**src/rtl/text_cursor_ctrl.sv**
```systemverilog
// Keyboard-to-display write sequencer: turns decoded characters into VGA text-cell writes,
// owns the cursor and runs multi-cycle row/screen clears with a one-entry pending slot.
module text_cursor_ctrl #(
    parameter int unsigned COLS = 80,
    parameter int unsigned ROWS = 30
) (
    input  logic       clk,
    input  logic       reset_n,
    input  logic       char_ready,
    input  logic [7:0] char_data,
    output logic       vga_char_wr,
    output logic [7:0] vga_char_in,
    output logic [6:0] vga_char_x,
    output logic [4:0] vga_char_y,
    output logic [6:0] cursor_x,
    output logic [4:0] cursor_y,
    output logic       busy,
    output logic [7:0] drop_cnt
);

    localparam logic [6:0] LastCol = 7'(COLS - 1);
    localparam logic [4:0] LastRow = 5'(ROWS - 1);

    typedef enum logic [1:0] {StIdle, StClrRow, StClrAll} state_e;

    state_e     state_q, state_d;
    logic [6:0] cx_q, cx_d, c_q, c_d, wx_q, wx_d;
    logic [4:0] cy_q, cy_d, r_q, r_d, wy_q, wy_d;
    logic [7:0] pend_q, pend_d, drop_q, drop_d, wch_q, wch_d;
    logic       pend_v_q, pend_v_d, wr_q, wr_d;

    logic       src_v;
    logic [7:0] src;
    logic [4:0] next_row;

    always_comb begin
        state_d  = state_q;
        cx_d     = cx_q;
        cy_d     = cy_q;
        c_d      = c_q;
        r_d      = r_q;
        pend_d   = pend_q;
        pend_v_d = pend_v_q;
        drop_d   = drop_q;
        wr_d     = 1'b0;
        wch_d    = wch_q;
        wx_d     = wx_q;
        wy_d     = wy_q;

        // The pending slot always has priority over a fresh strobe.
        src_v    = (state_q == StIdle) && (pend_v_q || char_ready);
        src      = pend_v_q ? pend_q : char_data;
        next_row = (cy_q == LastRow) ? 5'd0 : cy_q + 5'd1;

        case (state_q)
            StIdle: begin
                if (src_v) begin
                    if (src >= 8'h20 && src <= 8'h7E) begin
                        wr_d  = 1'b1;
                        wch_d = src;
                        wx_d  = cx_q;
                        wy_d  = cy_q;
                        if (cx_q < LastCol) begin
                            cx_d = cx_q + 7'd1;
                        end else begin
                            cx_d    = 7'd0;
                            cy_d    = next_row;
                            c_d     = 7'd0;
                            state_d = StClrRow;
                        end
                    end else if (src == 8'h0A || src == 8'h0D) begin
                        cx_d    = 7'd0;
                        cy_d    = next_row;
                        c_d     = 7'd0;
                        state_d = StClrRow;
                    end else if (src == 8'h08) begin
                        if (cx_q != 7'd0) begin
                            cx_d  = cx_q - 7'd1;
                            wr_d  = 1'b1;
                            wch_d = 8'h20;
                            wx_d  = cx_q - 7'd1;
                            wy_d  = cy_q;
                        end else if (cy_q != 5'd0) begin
                            cx_d  = LastCol;
                            cy_d  = cy_q - 5'd1;
                            wr_d  = 1'b1;
                            wch_d = 8'h20;
                            wx_d  = LastCol;
                            wy_d  = cy_q - 5'd1;
                        end
                    end else if (src == 8'h1B) begin
                        cx_d    = 7'd0;
                        cy_d    = 5'd0;
                        c_d     = 7'd0;
                        r_d     = 5'd0;
                        state_d = StClrAll;
                    end
                end
            end
            StClrRow: begin
                wr_d  = 1'b1;
                wch_d = 8'h20;
                wx_d  = c_q;
                wy_d  = cy_q;
                if (c_q == LastCol) state_d = StIdle;
                else                c_d     = c_q + 7'd1;
            end
            StClrAll: begin
                wr_d  = 1'b1;
                wch_d = 8'h20;
                wx_d  = c_q;
                wy_d  = r_q;
                if (c_q == LastCol) begin
                    c_d = 7'd0;
                    if (r_q == LastRow) state_d = StIdle;
                    else                r_d     = r_q + 5'd1;
                end else begin
                    c_d = c_q + 7'd1;
                end
            end
            default: state_d = StIdle;
        endcase

        // Slot bookkeeping: in idle a full slot is drained this edge, so it can refill.
        if (state_q == StIdle) begin
            if (pend_v_q) begin
                pend_v_d = char_ready;
                if (char_ready) pend_d = char_data;
            end
        end else if (char_ready) begin
            if (!pend_v_q) begin
                pend_v_d = 1'b1;
                pend_d   = char_data;
            end else if (drop_q != 8'hFF) begin
                drop_d = drop_q + 8'd1;
            end
        end
    end

    always_ff @(posedge clk or negedge reset_n) begin
        if (!reset_n) begin
            state_q  <= StIdle;
            cx_q     <= '0;
            cy_q     <= '0;
            c_q      <= '0;
            r_q      <= '0;
            pend_q   <= '0;
            pend_v_q <= 1'b0;
            drop_q   <= '0;
            wr_q     <= 1'b0;
            wch_q    <= '0;
            wx_q     <= '0;
            wy_q     <= '0;
        end else begin
            state_q  <= state_d;
            cx_q     <= cx_d;
            cy_q     <= cy_d;
            c_q      <= c_d;
            r_q      <= r_d;
            pend_q   <= pend_d;
            pend_v_q <= pend_v_d;
            drop_q   <= drop_d;
            wr_q     <= wr_d;
            wch_q    <= wch_d;
            wx_q     <= wx_d;
            wy_q     <= wy_d;
        end
    end

    assign vga_char_wr = wr_q;
    assign vga_char_in = wch_q;
    assign vga_char_x  = wx_q;
    assign vga_char_y  = wy_q;
    assign cursor_x    = cx_q;
    assign cursor_y    = cy_q;
    assign busy        = (state_q != StIdle);
    assign drop_cnt    = drop_q;

endmodule

```
**config.mk**
```make
export PLATFORM = sky130hd
export DESIGN_NAME = text_cursor_ctrl
export DESIGN_NICKNAME = d
export VERILOG_FILES = /design/src/rtl/text_cursor_ctrl.sv
export SDC_FILE = /design/constraint.sdc
export NUM_CORES = 1
export LEC_CHECK = 0
export ABC_AREA = 1
export BUFFER_PORTS_ARGS = -buffer_cell sky130_fd_sc_hd__buf_2
export CORE_MARGIN = 2
export CORE_UTILIZATION = 29
export CTS_CLUSTER_SIZE = 20
export DETAILED_ROUTE_END_ITERATION = 8
export GPL_TIMING_DRIVEN = 0
export HOLD_SLACK_MARGIN = 0.02
export PLACE_DENSITY = 0.48
export SYNTH_ARGS = -nofsm -noshare
export SYNTH_HDL_FRONTEND = slang
export SYNTH_SLANG_ARGS = --single-unit
```
**constraint.sdc**
```tcl
create_clock -name clk -period 5.11 [get_ports clk]
set_input_delay 0.2555 -clock clk [delete_from_list [all_inputs] [get_ports clk]]
set_output_delay 0.2555 -clock clk [all_outputs]
set_load 0.05 [all_outputs]
```
==> results.toml <==
[cts]
postCtsSetupRepairBufs = 0
cts_resized = 0
clkLatencyLatePin_ns = 0.34
clkSlewWorstSetupHoldPaths_ns = 0.06
holdBufCountCts = 0
clock_sinks = 64
h-tree-depth = 3
cts_buffers = 9
cts_tree = "done"
clockRootBuffer = "clkbuf_16"
clockBufferDepth = 2

[global_route]
grt_first_pass_wirelength_mm = 20.7
grt_pass1_vias = 4253
antenna_found_initial = 0
grt_overflow = 0
globalRouteTotalUtil_pct = 16.0
grt_max_degree = 65

[timing]
finalSetupTns_ns = 0
max-slew-margin-rel_pct = 43.1
rsz0062_at_grt = "false"
finalHoldViolCount = 0
worst_pin_slew_ns = 0.853
holdWs_ns = 0.00737
min_period_ns = 2.38
finalCritPeriodShare_pct = 46.6
setup_violations = 0
fin_skew_ns = 0.00672
drv_slew = 0
fmax_ghz = 0.420

[drt]
postRouteAntennaNets = 0
drtIter0Drc = 176
vias = 4287
wl_mm = 12.2
firstDrtPassIters = 4
vias_per_cell = 4.74
drc = 0
wire_per_inst_microns = 13.5

[floorplanning]
num_rows = 45
die_w_microns = 128
die-area_sq_um = 16400
die_h_microns = 128
initial_core_util_pct = 29.5
io_pins = 53
coreArea_sq_um = 15100

[power]
combPwrFrac_pct = 60.5
seq_power_share_pct = 20.8
switchingPower_w = 0.00206
vdd_drop_max_v = 0.000221
power_leakage_nw = 2.74
power_frac_clock_pct = 18.7
swShare_pct = 52.3
finalPower_w = 0.00394
pwr_density_cell_nw_per_um2 = 740
intPower_w = 0.00188

[worst_setup_path]
rrSetupSlack_ns = 2.73
cpMostUsedCell = "nand2_1"
required_ns = 5.34
critPathMaxFanout = 10
crit_arrival_ns = 2.62
cp_slowest_cell = "dfrtp_1"
cpPeakStageDelay_ns = 0.49
crit_type = "register to register"
crit_path_start_kind = "register"
path_cells = "inv_1 > ha_1 > nand2_1 > nor2_2 > nand2_2 > nor2_1 > nand3b_1 > nand3_4 > nand2_2 > inv_1 > nand2_1 > nand2_1"
endpoint_kind = "register"

[final_layout]
area_delta_synth_final_pct = 19.1
fillers = 1637
multiInputGateArea_sq_um = 2480
fin_util_pct = 35.1
nets = 736
diodes = 0
regArea_sq_um = 1600
drive_gt1_share_pct = 17.7

[logic_synthesis]
yosysWarnings = 0
yosys_most_used_dff = "dfrtp_1"
synth_async_sr_flop_share_pct = 100
synth_seq_cells = 64
synth_cells = 648
synth_cell_types = 37
synth-edff-count = 0
yosysSeqAreaShare_pct = 35.8
syn-num-nets = 673
avgSynthCellArea_sq_um = 6.90
syn_area_sq_um = 4470

[outcome]
outcome = "finished, final reports clean"

[flow_run]
drv_cap = 0

[place]
gp_congestion = 0.825
io_buffers = 52
dp_hpwl_mm = 9.22

[min_path]
hp-class = "input pin to asynchronous set/reset pin"
-- worst max-delay path: cells and delay by family (launching register included) --
kind                     cells  cell delay [ns]
flip-flops                   1             0.49
AND/OR/NAND/NOR              9             1.34
buffers and inverters        2             0.25
adder cells (fa/ha/maj)      1             0.19
-- final timing paths --
check,from,endpoint,depth (start not counted)
max in group asynchronous,reset_n,cursor_x[4],1
worst max register to register,cursor_x[0],vga_char_y[0],12
min in group clk,char_data[5],pend_q[5],3
worst min-delay path,reset_n,pend_q[5],1
worst min register to register,vga_char_y[0],vga_char_y[0],2
worst max-delay path,cursor_x[0],vga_char_y[0],12
-- synth_stat cells, types with 2 or more instances --
master | instances | share of area, %
nand2_1 | 231 | 19
nand3_1 | 75 | 8.4
dfrtp_1 | 64 | 36
inv_1 | 51 | 4.3
nor2_1 | 48 | 4.0
o21ai_0 | 30 | 3.4
nand2_2 | 21 | 2.9
ha_1 | 14 | 3.9
o21ai_1 | 10 | 1.1
xnor2_1 | 9 | 1.8
xor2_1 | 9 | 1.8
clkbuf_1 | 8 | 0.67
o22ai_1 | 8 | 1.1
a21oi_1 | 7 | 0.78
nand4_1 | 7 | 0.98
buf_6 | 6 | 1.5
nor2_2 | 6 | 0.84
or2_2 | 6 | 0.84
buf_2 | 5 | 0.56
inv_2 | 5 | 0.42
o211ai_1 | 4 | 0.67
buf_8 | 3 | 1.0
nor3_1 | 3 | 0.34
a31oi_1 | 2 | 0.28
nand3b_1 | 2 | 0.34
nor2_4 | 2 | 0.50
nor3b_1 | 2 | 0.34
-- logic make-up after synthesis --
logic type | Yosys count | synth area share, %
AND/OR/NAND/NOR | 407 | 39.9
buffers and inverters | 80 | 8.68
AO/OA/AOI/OAI | 64 | 7.84
flip-flops | 64 | 35.8
XOR/XNOR | 18 | 3.53
adder cells (fa/ha/maj) | 14 | 3.92
multiplexers | 1 | 0.252
-- layer usage --
metal / wire, microns / vias up / track usage [%]
li1: - / 2209 / -
met1: 5980 / 1991 / 21.1
met2: 5580 / 68 / 25.7
met3: 413 / 19 / 3.13
met4: 248 / 0 / 6.33
met5: 0 / - / 0
-- power groups by stage --
stage	sequential [W]	combinational, W	clock [W]
2_1_floorplan	0.00117	0.00146	0
3_3_place_gp	0.000823	0.00239	0
3_5_place_dp	0.000828	0.00240	0
4_1_cts	0.000822	0.00241	0.000758
5_1_grt	0.000844	0.00267	0.000778
6_report	0.000820	0.00238	0.000736
-- layout by cell type, fill, tap and decap left out, drive strengths merged --
cell type    n
nor3         3
clkinv       2
nor3b        2
inv         58
nand3       77
a22oi        1
xnor2        9
a21oi        7
mux2         1
xor2         9
nor4         1
o31ai        1
o22ai        8
nand3b       2
or2          6
clkinvlp     1
clkbuf      18
o21ai       40
o21a         1
ha          14
dfrtp       64
buf         66
bufinv       3
o211ai       4
nor2        56
a31oi        2
nand4        7
nand2      253
-- registers in the layout (all words and copies together) (netlist names) --
register / count
vga_char_x: 7
pend_v_q: 1
vga_char_wr: 1
r_q: 5
state_q: 2
cursor_y: 5
vga_char_y: 5
cursor_x: 7
c_q: 7
pend_q: 8
drop_cnt: 8
vga_char_in: 8
-- area by class of cell --
type	instances	share of cell area (%)
Multi-Input combinational cell	504	46.6
Inverter	58	4.14
Clock inverter	6	2.16
Tap cell	188	4.42
Timing Repair Buffer	52	4.94
Buffer	22	3.15
Clock buffer	10	4.49
Sequential cell	64	30.1
-- metrics by stage --
stage	std cells	setup slack [ns]	area, sq um
6_report	904	2.73	5320
5_1_grt	904	2.51	5320
4_1_cts	904	2.73	5320
3_5_place_dp	888	2.74	4970
3_3_place_gp	888	2.75	4960
2_1_floorplan	648	2.89	4470
No activity file was read; power rests on OpenSTA's default activity.
